===== src/rtl/dr_pkg.sv =====
// Shared constants and entry layout for the prioritised data register.
package dr_pkg;

  localparam int SRC_INSM = 0;
  localparam int SRC_DM   = 1;
  localparam int SRC_BUS  = 2;

  localparam int DR_WIDTH = 12;
  localparam int DR_ID_W  = 2;

  typedef struct packed {
    logic [DR_ID_W-1:0]  src_id;
    logic [DR_WIDTH-1:0] data;
  } dr_entry_t;

endpackage


===== src/rtl/dr_pend_fifo.sv =====
// Synchronous FIFO holding deferred writes; flush empties it in one cycle.
module dr_pend_fifo #(
  parameter int W     = 14,
  parameter int DEPTH = 4
) (
  input  logic                       clk,
  input  logic                       reset,
  input  logic                       push_i,
  input  logic                       pop_i,
  input  logic                       flush_i,
  input  logic [W-1:0]               wdata_i,
  output logic [W-1:0]               rdata_o,
  output logic [$clog2(DEPTH+1)-1:0] count_o,
  output logic                       full_o,
  output logic                       empty_o
);

  localparam int AW = $clog2(DEPTH);
  localparam int CW = $clog2(DEPTH+1);

  logic [W-1:0]  mem_q [DEPTH];
  logic [AW-1:0] wr_ptr_q, wr_ptr_d;
  logic [AW-1:0] rd_ptr_q, rd_ptr_d;
  logic [CW-1:0] count_q, count_d;
  logic          do_push, do_pop;

  assign full_o  = (count_q == CW'(DEPTH));
  assign empty_o = (count_q == '0);
  assign rdata_o = mem_q[rd_ptr_q];
  assign count_o = count_q;

  assign do_push = push_i && !full_o && !flush_i;
  assign do_pop  = pop_i && !empty_o && !flush_i;

  always_comb begin
    wr_ptr_d = wr_ptr_q;
    rd_ptr_d = rd_ptr_q;
    count_d  = count_q;
    if (flush_i) begin
      wr_ptr_d = '0;
      rd_ptr_d = '0;
      count_d  = '0;
    end else begin
      if (do_push) wr_ptr_d = wr_ptr_q + AW'(1);
      if (do_pop)  rd_ptr_d = rd_ptr_q + AW'(1);
      case ({do_push, do_pop})
        2'b10:   count_d = count_q + CW'(1);
        2'b01:   count_d = count_q - CW'(1);
        default: count_d = count_q;
      endcase
    end
  end

  always_ff @(posedge clk) begin
    if (reset) begin
      wr_ptr_q <= '0;
      rd_ptr_q <= '0;
      count_q  <= '0;
    end else begin
      wr_ptr_q <= wr_ptr_d;
      rd_ptr_q <= rd_ptr_d;
      count_q  <= count_d;
    end
  end

  always_ff @(posedge clk) begin
    if (do_push) mem_q[wr_ptr_q] <= wdata_i;
  end

endmodule


===== src/rtl/dr_prio_queue.sv =====
// Fixed-priority data register; the losing runner-up write is deferred to
// a pending FIFO and committed on a later idle cycle.
module dr_prio_queue
  import dr_pkg::*;
#(
  parameter int WIDTH = 12,
  parameter int NSRC  = 3,
  parameter int DEPTH = 4
) (
  input  logic                       clk,
  input  logic                       reset,
  input  logic [NSRC-1:0]            wr_en,
  input  logic [NSRC*WIDTH-1:0]      wr_data,
  input  logic                       flush,
  input  logic                       clear_flags,
  output logic [WIDTH-1:0]           dataout,
  output logic [$clog2(NSRC)-1:0]    src_id,
  output logic [$clog2(DEPTH+1)-1:0] pending,
  output logic                       collision,
  output logic                       drop
);

  localparam int ID_W = $clog2(NSRC);
  localparam int CW   = $clog2(DEPTH+1);

  typedef struct packed {
    logic [ID_W-1:0]  src_id;
    logic [WIDTH-1:0] data;
  } entry_t;

  function automatic logic [ID_W-1:0] first_set(input logic [NSRC-1:0] v);
    logic [ID_W-1:0] idx;
    idx = '0;
    for (int i = NSRC - 1; i >= 0; i--) begin
      if (v[i]) idx = ID_W'(i);
    end
    return idx;
  endfunction

  // Second set bit: clear the first one and search again.
  function automatic logic [ID_W-1:0] second_set(input logic [NSRC-1:0] v);
    logic [NSRC-1:0] m;
    m = v;
    m[first_set(v)] = 1'b0;
    return first_set(m);
  endfunction

  function automatic int popcount(input logic [NSRC-1:0] v);
    int n;
    n = 0;
    for (int i = 0; i < NSRC; i++) n += int'(v[i]);
    return n;
  endfunction

  logic [WIDTH-1:0] dataout_q, dataout_d;
  logic [ID_W-1:0]  src_id_q, src_id_d;
  logic             collision_q, collision_d;
  logic             drop_q, drop_d;

  logic [ID_W-1:0]  win_idx, run_idx;
  logic             any_wr, multi_wr, over_wr;
  logic             push, pop, fifo_full, fifo_empty;
  logic             drop_evt;
  entry_t           push_entry, head_entry;
  logic [CW-1:0]    fifo_count;

  assign win_idx  = first_set(wr_en);
  assign run_idx  = second_set(wr_en);
  assign any_wr   = |wr_en;
  assign multi_wr = popcount(wr_en) >= 2;
  assign over_wr  = popcount(wr_en) >= 3;

  assign push     = multi_wr && !flush && !fifo_full;
  assign pop      = !any_wr && !fifo_empty && !flush;
  assign drop_evt = over_wr || (multi_wr && (flush || fifo_full));

  assign push_entry.src_id = run_idx;
  assign push_entry.data   = wr_data[run_idx*WIDTH +: WIDTH];

  dr_pend_fifo #(
    .W     (ID_W + WIDTH),
    .DEPTH (DEPTH)
  ) u_fifo (
    .clk     (clk),
    .reset   (reset),
    .push_i  (push),
    .pop_i   (pop),
    .flush_i (flush),
    .wdata_i (push_entry),
    .rdata_o (head_entry),
    .count_o (fifo_count),
    .full_o  (fifo_full),
    .empty_o (fifo_empty)
  );

  always_comb begin
    dataout_d = dataout_q;
    src_id_d  = src_id_q;
    if (any_wr) begin
      dataout_d = wr_data[win_idx*WIDTH +: WIDTH];
      src_id_d  = win_idx;
    end else if (pop) begin
      dataout_d = head_entry.data;
      src_id_d  = head_entry.src_id;
    end
    collision_d = multi_wr || (collision_q && !clear_flags);
    drop_d      = drop_evt || (drop_q && !clear_flags);
  end

  always_ff @(posedge clk) begin
    if (reset) begin
      dataout_q   <= '0;
      src_id_q    <= ID_W'(SRC_INSM);
      collision_q <= 1'b0;
      drop_q      <= 1'b0;
    end else begin
      dataout_q   <= dataout_d;
      src_id_q    <= src_id_d;
      collision_q <= collision_d;
      drop_q      <= drop_d;
    end
  end

  assign dataout   = dataout_q;
  assign src_id    = src_id_q;
  assign pending   = fifo_count;
  assign collision = collision_q;
  assign drop      = drop_q;

endmodule

===== config.mk =====
export PLATFORM = sky130hd
export DESIGN_NAME = dr_prio_queue
export DESIGN_NICKNAME = d
export VERILOG_FILES = /design/src/rtl/dr_pkg.sv /design/src/rtl/dr_pend_fifo.sv /design/src/rtl/dr_prio_queue.sv
export SDC_FILE = /design/constraint.sdc
export NUM_CORES = 1
export LEC_CHECK = 0
export CAP_MARGIN = 5
export CORE_MARGIN = 1.5
export CORE_UTILIZATION = 30
export CTS_CLUSTER_DIAMETER = 120
export DETAILED_ROUTE_END_ITERATION = 7
export HOLD_SLACK_MARGIN = 0.02
export SETUP_SLACK_MARGIN = 0.4
export SYNTH_ARGS = -nofsm -noshare
export SYNTH_HDL_FRONTEND = slang
export SYNTH_HIERARCHICAL = 1
export SYNTH_SLANG_ARGS = --single-unit

===== constraint.sdc =====
create_clock -name clk -period 6.65 [get_ports clk]
set_input_delay 1.33 -clock clk [delete_from_list [all_inputs] [get_ports clk]]
set_output_delay 1.33 -clock clk [all_outputs]
set_load 0.03 [all_outputs]

==> Word level (Yosys, flattened, before mapping) <==
Memory sizes are Yosys's and may differ from the RTL's. A register that Yosys moved wholly into a read port is not among the register bits.
Cells that the tools add are included.
{ "op_classes": {"reduce_logical": 26, "bitwise_logic": 2, "order_cmp": 4, "n_eq_ne": 3, "shift": 2, "mul": 2, "muxes": 17, "addsub": 6} }
{ "ops": {"columns": ["operator", "n"], "rows": [
  ["indexed part select 36 x 7 -> 12 bit", 2],
  [">= comparator 32 x 3 -> 1 bit (second input constant)", 1],
  ["2-to-1 mux 12 bit", 2],
  ["2-to-1 mux 2 bit", 10],
  ["logical AND 1 bit", 12],
  ["multiplier 2 x 2 -> 4 bit (second input constant)", 2],
  ["one-hot mux 3 bit (2 select lines)", 1],
  ["logical NOT 1 bit", 5],
  ["adder 2 x 1 -> 2 bit (second input constant)", 2],
  ["logical OR 1 bit", 4],
  ["nonzero test 2 bit", 2],
  ["adder 2 x 1 -> 3 bit", 1],
  ["adder 3 x 1 -> 3 bit (second input constant)", 1],
  ["bitwise AND 3 bit", 1],
  ["equality test 3 bit (second input constant)", 1],
  [">= comparator 3 x 2 -> 1 bit (second input constant)", 1],
  ["logical NOT 3 bit", 1],
  ["< comparator 2 x 3 -> 1 bit (second input constant)", 1],
  ["2-to-1 mux 1 bit", 3],
  ["NOT 3 bit", 1],
  ["OR reduction 3 bit", 1],
  ["subtractor 3 x 1 -> 3 bit (second input constant)", 1],
  ["adder 1 x 1 -> 2 bit", 1],
  ["demux 1 bit (select 2 bit)", 1],
  ["4 further kinds", 4]
]} }
{ "word_totals": {"out_inout_bits": 19, "wordCells": 70, "reg_bits": 23, "mem_bits_rw": 56, "memories": 1} }
{ "mem_list": {"columns": ["name", "words", "word_bits", "rd", "rd_ports_with_merged_regs", "write_ports", "line_no", "text"], "rows": [
  ["u_fifo.mem_q", 4, 14, 1, 1, 1, "dr_pend_fifo.sv:21", "logic [W-1:0] mem_q [DEPTH];"]
]} }

==> Depth between registers and ports, before layout <==
Gate-level depths: netlist of the first run.
{ "logic_depth": {"word_depth": 14, "depth_mapped": 14, "depth_no_buf": 12} }

==> Cells and area by module <==
The synthesis of the first run kept the hierarchy.
{ "modules_own_cells": {"columns": ["module", "instances", "cells_per_inst", "area_each_um2"], "rows": [
  ["dr_pend_fifo", 1, 130, 2529.9],
  ["dr_prio_queue", 1, 159, 1311.3]
]} }

==> Worst setup path after synthesis of the first run <==
Ideal clock, no wire load.
{ "synth_timing": {"path_kind": "input to register", "startpoint": "input wr_en[2]", "endpoint": "register u_fifo.count_q[2], in the netlist u_fifo/count_o[2]", "arrival_time_ps": 3964, "setup_ps": 70, "setup_slack_ps": 2616, "required_ps": 6580, "path_stages": 12, "path_cell_list": "buf_2 > or3_1 > clkbuf_1 > buf_2 > nor2_1 > nor3b_1 > ha_1 > inv_1 > fa_1 > xor2_1 > or3_2 > a21oi_1"} }
{ "synth_between": {"elab_chain_len": 8, "word_cells_on_any_way": 16} }
{ "synth_lines": {"columns": ["item", "line_no", "text"], "rows": [
  ["from (decl)", "dr_prio_queue.sv:12", "input logic [NSRC-1:0] wr_en,"],
  ["OR reduction 3 bit *", "dr_prio_queue.sv:69", "assign any_wr = |wr_en;"],
  ["logical NOT 1 bit *", "dr_prio_queue.sv:74", "assign pop = !any_wr && !fifo_empty && !flush;"],
  ["logical AND 1 bit * (2 in a row)", "dr_prio_queue.sv:74", null],
  ["net pop", "dr_prio_queue.sv:62", "logic push, pop, fifo_full, fifo_empty;"],
  ["logical AND 1 bit * (2 in a row)", "dr_pend_fifo.sv:33", "assign do_pop = pop_i && !empty_o && !flush_i;"],
  ["net u_fifo.do_pop", "dr_pend_fifo.sv:25", "logic do_push, do_pop;"],
  ["equality test 2 x 1 -> 1 bit / equality test 2 bit (equally long branches)", "dr_pend_fifo.sv:46", "case ({do_push, do_pop})"],
  ["one-hot mux 3 bit (2 select lines) / nonzero test 2 bit (equally long branches)", null, null],
  ["to (signal assigned)", "dr_pend_fifo.sv:62", "count_q <= count_d;"],
  ["to (decl)", "dr_pend_fifo.sv:24", "logic [CW-1:0] count_q, count_d;"]
]} }
The timed path passes the listed nets; every way through them passes the cells marked *.
A chain may end at the register's enable or synchronous reset.

==> Worst setup path after layout of the first run <==
{ "layout_timing": {"startpoint": "input wr_en[0]", "endpoint": "register u_fifo.count_q[2], in the netlist u_fifo/count_o[2]"} }
{ "layout_between": {"elab_chain_len": 9, "word_cells_on_any_way": 17} }
{ "layout_lines": {"columns": ["item", "line_no", "text"], "rows": [
  ["adder 1 x 1 -> 2 bit *", "dr_prio_queue.sv:51", "for (int i = 0; i < NSRC; i++) n += int'(v[i]);"],
  ["adder 2 x 1 -> 3 bit *", "dr_prio_queue.sv:51", null],
  [">= comparator 32 x 3 -> 1 bit *", "dr_prio_queue.sv:70", "assign multi_wr = popcount(wr_en) >= 2;"],
  ["logical AND 1 bit * (2 in a row)", "dr_prio_queue.sv:73", "assign push = multi_wr && !flush && !fifo_full;"],
  ["net push", "dr_prio_queue.sv:62", null],
  ["logical AND 1 bit * (2 in a row)", "dr_pend_fifo.sv:32", "assign do_push = push_i && !full_o && !flush_i;"],
  ["equality test 2 x 1 -> 1 bit / equality test 2 bit (equally long branches)", "dr_pend_fifo.sv:46", null],
  ["one-hot mux 3 bit (2 select lines) / nonzero test 2 bit (equally long branches)", null, null]
]} }
Marked as above.

==> impl_metrics.ini, run 1 <==
[status]
outcome = finished, final reports clean

[worst_hold_path]
min_to = drop
min_path_type = reg -> reg
min_path_cells = 2
min_from = drop

[floorplanning]
floorplan.die_area_um2 = 13500
ios = 62
fp.coreArea_um2 = 12600
die_w_um = 116
fp-row-count = 41
start_util_pct = 30.6
die_h_um = 116

[route]
routed_wl_mm = 9.26
drtAntennaViolNets = 0
firstDrtPassIters = 4
via_per_inst = 4.93
drc = 0
num_vias = 2546
drt_first_iter_violations = 174
wl_per_cell_um = 17.9

[timing]
hold_violations = 0
fmax_mhz = 203
rsz0062_at_grt = no
fin_tns_setup_ps = 0
final.min_clock_period_ps = 4920
setup_violations = 0
finalMaxSlewViolations = 0
slew_headroom_pct = 27.1
max_slew.worst_pin.slew_ps = 1090
skew_ps = 9.03
finalCritPeriodShare_pct = 74.0
finalWorstSetupSlack_ps = 1730

[clocking]
cts_tree = done
postCtsSetupRepairBufs = 0
ctsHtreeMaxLevel = 3
clk_latency_ps = 340
clock_sinks = 81
ctsRootBufferMaster = clkbuf_16
cts_resized = 0
hold_buffers = 0
cts_max_path_buffers = 2
cts_made_buffers = 9
cts.clk_slew.worst_paths_ps = 70

[synth]
synth_largest_area_cell = edfxtp_1
synth_edf_count = 56
yosys-top-cells-area = edfxtp_1, dfxtp_1, mux4_2, mux2_2, o2bb2ai_1
async_flop_share_pct = 0
synth_seq_cells = 81
syn_inst = 289
syn_avg_cell_area_um2 = 13.3
syn_area_um2 = 3840
ys_types = 40
yosysSeqAreaShare_pct = 56.8
ys_warn_count = 6
syn-num-nets = 339
synth_flop_cell = edfxtp_1
yosysTopAreaCellShare_pct = 43.8

[worst_setup_path]
critPathCaptureType = flip-flop
crit_required_ps = 6920
crit_path_start_kind = primary input
rr_worst_depth = 10
crit_fanout = 18
cp.arrival_ps = 5190
rr_startpoint = u_fifo/count_o[1]
crit_type = in -> reg
r2r_end = u_fifo/count_o[2]
r2r_setup_slack_ps = 3560
critical_path.startpoint = wr_en[0]

[power_and_ir_drop]
ir_drop_mv = 0.125
cellLeakagePower_nw = 1.56
power.density_nw_per_um2 = 242

[placed_design]
portBuffers = 61
dpl.hpwl_mm = 6.22
place_ws_ps = 1370
gp_congestion = 0.774

[global_route]
gr-total-overflow = 0
grt_max_degree = 32
first_global_vias = 2637
grt_use_total_pct = 14.8
grt_pass1_wl_mm = 14.5
antenna_found_initial = 0

[layout]
nets = 389
final.fill_count = 1198
multiInputGateArea_um2 = 1510
syn_to_final_growth_pct = 26.4
insertedDiodeCount = 0
regArea_um2 = 2180
drive_above_1_share_pct = 18.9

[flow_run]
drv_cap = 0
cells in the final DEF, fill, tap and decap left out, drive strengths merged, types with 2 or more instances in the layout:
cell type / n
clkdlybuf4s50: 61
edfxtp: 56
dfxtp: 25
mux2: 24
a21oi: 20
inv: 17
nor3: 15
o21ai: 14
mux4: 14
nand3b: 13
o2bb2ai: 12
a211oi: 12
clkbuf: 9
nor2: 8
ha: 5
and3: 4
or3: 4
nand2: 3
xor2: 3
nand3: 3
nand2b: 2
nor2b: 2
fa: 2
mux2i: 2
or2: 2
a21o: 2
clkinv: 2
layer usage:
metal	wire length (µm)	up-vias	global-route usage, %
li1	-	1212	-
met1	4230	1244	19.5
met2	4410	82	24.7
met3	543	8	2.96
met4	75	0	4.31
met5	0	-	0
how the worst max path moves through the flow:
stage / end / slack [ps] / cells past startpoint
after floorplan: u_fifo/count_o[2] / 2620 / 12
after global placement: u_fifo/count_o[2] / 1560 / 13
after detailed placement: u_fifo/count_o[2] / 1370 / 13
after CTS: u_fifo/count_o[2] / 1720 / 13
after global routing: u_fifo/count_o[2] / 1440 / 13
final: u_fifo/count_o[2] / 1730 / 13
power by group:
group	total (W)	leakage [nW]	switching, W	internal (W)
registers	0.000563	0.713	0.00000676	0.000556
clock network	0.000473	0.143	0.000212	0.000261
logic	0.000137	0.703	0.0000702	0.0000665
total	0.00117	1.56	0.000289	0.000883
worst max-delay path: stages:
cell and delay, ps:
clkdlybuf4s50_1 930, inv_1 460, fa_1 580, nor3_1 130
nor2b_1 410, and2_4 230, inv_1 40, ha_1 210
inv_1 70, fa_1 170, xor2_1 70, or3_2 400
a21oi_1 140
Yosys cell counts (all sizes together) (3+ instances only):
master and count:
a21oi 20, nand3b 13, o2bb2ai 12, mux4 14
nor2 8, inv 12, clkbuf 13, nand3 3
xor2 3, dfxtp 25, edfxtp 56, ha 5
buf 10, or3 4, mux2 24, nand2 3
o21ai 14, a211oi 12, nor3 15, and3 4
cells by family (layout without fill, tap and decap cells):
group                    count (synthesis)  in the layout  share of synthesized area [%]
AND/OR/NAND/NOR                         60             60                           9.35
multiplexers                            40             40                           15.8
flip-flops                              81             81                           56.8
adder cells (fa/ha/maj)                  7              7                           2.67
AO/OA/AOI/OAI                           63             63                           10.8
buffers and inverters                   35             90                           3.94
XOR/XNOR                                 3              3                          0.684
per-stage QoR:
step                      util (%)  hold WS (ps)  power (W)  cells  cell area, µm²
after floorplan                  -           459   0.000648    289            3840
after global placement        36.3           455   0.000708    500            4570
after detailed placement      36.3           461   0.000711    500            4570
after CTS                     38.6           471    0.00119    516            4850
after global routing          38.6           498    0.00122    516            4850
final                         38.6           469    0.00117    516            4850
state kept, by name (all words and copies together), names as in the netlist, named ones only:
signal,count
src_id,2
u_fifo/count_o,3
dataout,12
u_fifo/rd_ptr_q,2
u_fifo/wr_ptr_q,2
drop,1
collision,1
u_fifo/mem_q,56
layout make-up:
| class | count | area share, % |
|---|---|---|
| clock buffers | 9 | 4.64 |
| multi-input cells | 173 | 31.1 |
| repair buffers | 62 | 12.7 |
| inverters | 12 | 0.928 |
| well taps | 172 | 4.43 |
| flip-flops and latches | 81 | 45.0 |
| clock inverters | 7 | 1.24 |
Note: power is estimated with default switching activity, not from simulation.
==> inputs of run 2 (changes only) <==
Clock period 6.65 ns to 4.4 ns, I/O delays scaled along.
==> impl_metrics.ini, run 2 (synthesis results as in run 1) <==
[clocking]
cts_resized = 0
cts_made_buffers = 9
cts_tree = done
cts.clk_slew.worst_paths_ps = 60
hold_buffers = 0
ctsHtreeMaxLevel = 3
clk_latency_ps = 330
ctsRootBufferMaster = clkbuf_16
cts_max_path_buffers = 2
postCtsSetupRepairBufs = 0
clock_sinks = 81

[worst_setup_path]
r2r_end = u_fifo/count_o[2]
r2r_setup_slack_ps = 1450
critical_path.startpoint = wr_en[0]
rr_startpoint = u_fifo/count_o[2]
crit_type = in -> reg
crit_required_ps = 4670
critPathCapture = u_fifo/count_o[2]
crit_path_start_kind = primary input
cp.arrival_ps = 3890
crit_fanout = 8
rr_worst_depth = 13
critPathCaptureType = flip-flop

[layout]
fin_area_um2 = 4960
syn_to_final_growth_pct = 29.2
drive_above_1_share_pct = 20.7
final.fill_count = 1184
final_common_cell = clkdlybuf4s50_1
insertedDiodeCount = 0
multiInputGateArea_um2 = 1510
regArea_um2 = 2180
largest_reg_flops = 56
regMostFlops = u_fifo/mem_q
final_cell_mix = clkdlybuf4s50_1, edfxtp_1, dfxtp_1, mux2_2, a21oi_1
nets = 397

[floorplanning]
ios = 62
die_w_um = 116
floorplan.die_area_um2 = 13500
fp.coreArea_um2 = 12600
fp-row-count = 41
start_util_pct = 30.6
die_h_um = 116

[route]
wl_per_cell_um = 17.4
num_vias = 2569
drc = 0
via_per_inst = 4.90
drtAntennaViolNets = 0
firstDrtPassIters = 5
routed_wl_mm = 9.10
drt_first_iter_violations = 245

[power_and_ir_drop]
p_int_w = 0.00145
ir_drop_mv = 0.166
power.density_nw_per_um2 = 381
net-switching-power_w = 0.000437
swShare_pct = 23.1
seqPwrFrac_pct = 44.9
power_frac_clock_pct = 44.0
p_comb_share_pct = 11.1
cellLeakagePower_nw = 1.62

[timing]
fin_tns_setup_ps = 0
finalMaxSlewViolations = 0
finalCritPeriodShare_pct = 82.4
setup_violations = 0
rsz0062_at_grt = no
skew_ps = 5.04
final.min_clock_period_ps = 3620
hold_violations = 0
fmax_mhz = 276
max_slew.worst_pin.slew_ps = 1010
slew_headroom_pct = 32.8

[global_route]
gr-total-overflow = 0
grt_max_degree = 24
grt_pass1_wl_mm = 14.5
antenna_found_initial = 0
first_global_vias = 2717
grt_use_total_pct = 14.7

[placed_design]
dpl.hpwl_mm = 6.14
portBuffers = 61
gp_congestion = 0.742
dpl_cell_area_um2 = 4630

[status]
outcome = finished, final reports clean

[flow_run]
drv_cap = 0

[worst_hold_path]
min_path_type = reg -> reg
==> run 2: power groups by stage <==
stage               Sequential, W  Clock [W]  Combinational (W)
CTS                      0.000850   0.000850           0.000213
global route             0.000851   0.000882           0.000228
floorplan                0.000887          0          0.0000921
global placement         0.000866          0           0.000208
detailed placement       0.000866          0           0.000212
finish                   0.000849   0.000832           0.000211
==> run 2: metrics by stage <==
step	util, %	hold WS (ps)	worst slack, ps	total power [W]	std cells
floorplan	-	459	816	0.000979	289
global placement	36.8	454	551	0.00107	508
detailed placement	36.8	464	421	0.00108	508
CTS	39.5	472	770	0.00191	524
global route	39.5	497	518	0.00196	524
finish	39.5	463	775	0.00189	524
==> run 2: worst max-delay path: stages <==
cell	delay, ps
clkdlybuf4s50_1	680
inv_1	130
fa_1	490
nor3_1	130
nor2b_1	140
buf_4	150
and2_4	150
inv_1	40
ha_1	210
inv_1	80
fa_1	180
xor2_1	70
or3_2	410
a21oi_1	150
==> run 2: worst min path at each step <==
stage	startpoint	end	slack [ps]	cells after the start
floorplan	u_fifo/rd_ptr_q[1]	flip-flop	460	2
global placement	drop	drop	450	2
detailed placement	src_id[0]	src_id[0]	460	2
CTS	drop	drop	470	2
global route	drop	drop	500	2
finish	drop	drop	460	2
==> run 2: metal layers <==
metal  up-vias  track usage [%]  routed length [µm]
li1       1226                -                   -
met1      1262             19.2                4140
met2        76             24.4                4350
met3         5             4.00                 551
met4         0             3.82                  59
met5         -                0                   0
==> run 2: final cells by class <==
cell class,count,area share [%]
flip-flops and latches,81,44.0
multi-input cells,173,30.4
repair buffers,70,13.7
clock buffers,9,4.54
well taps,172,4.34
clock inverters,7,2.19
inverters,12,0.908
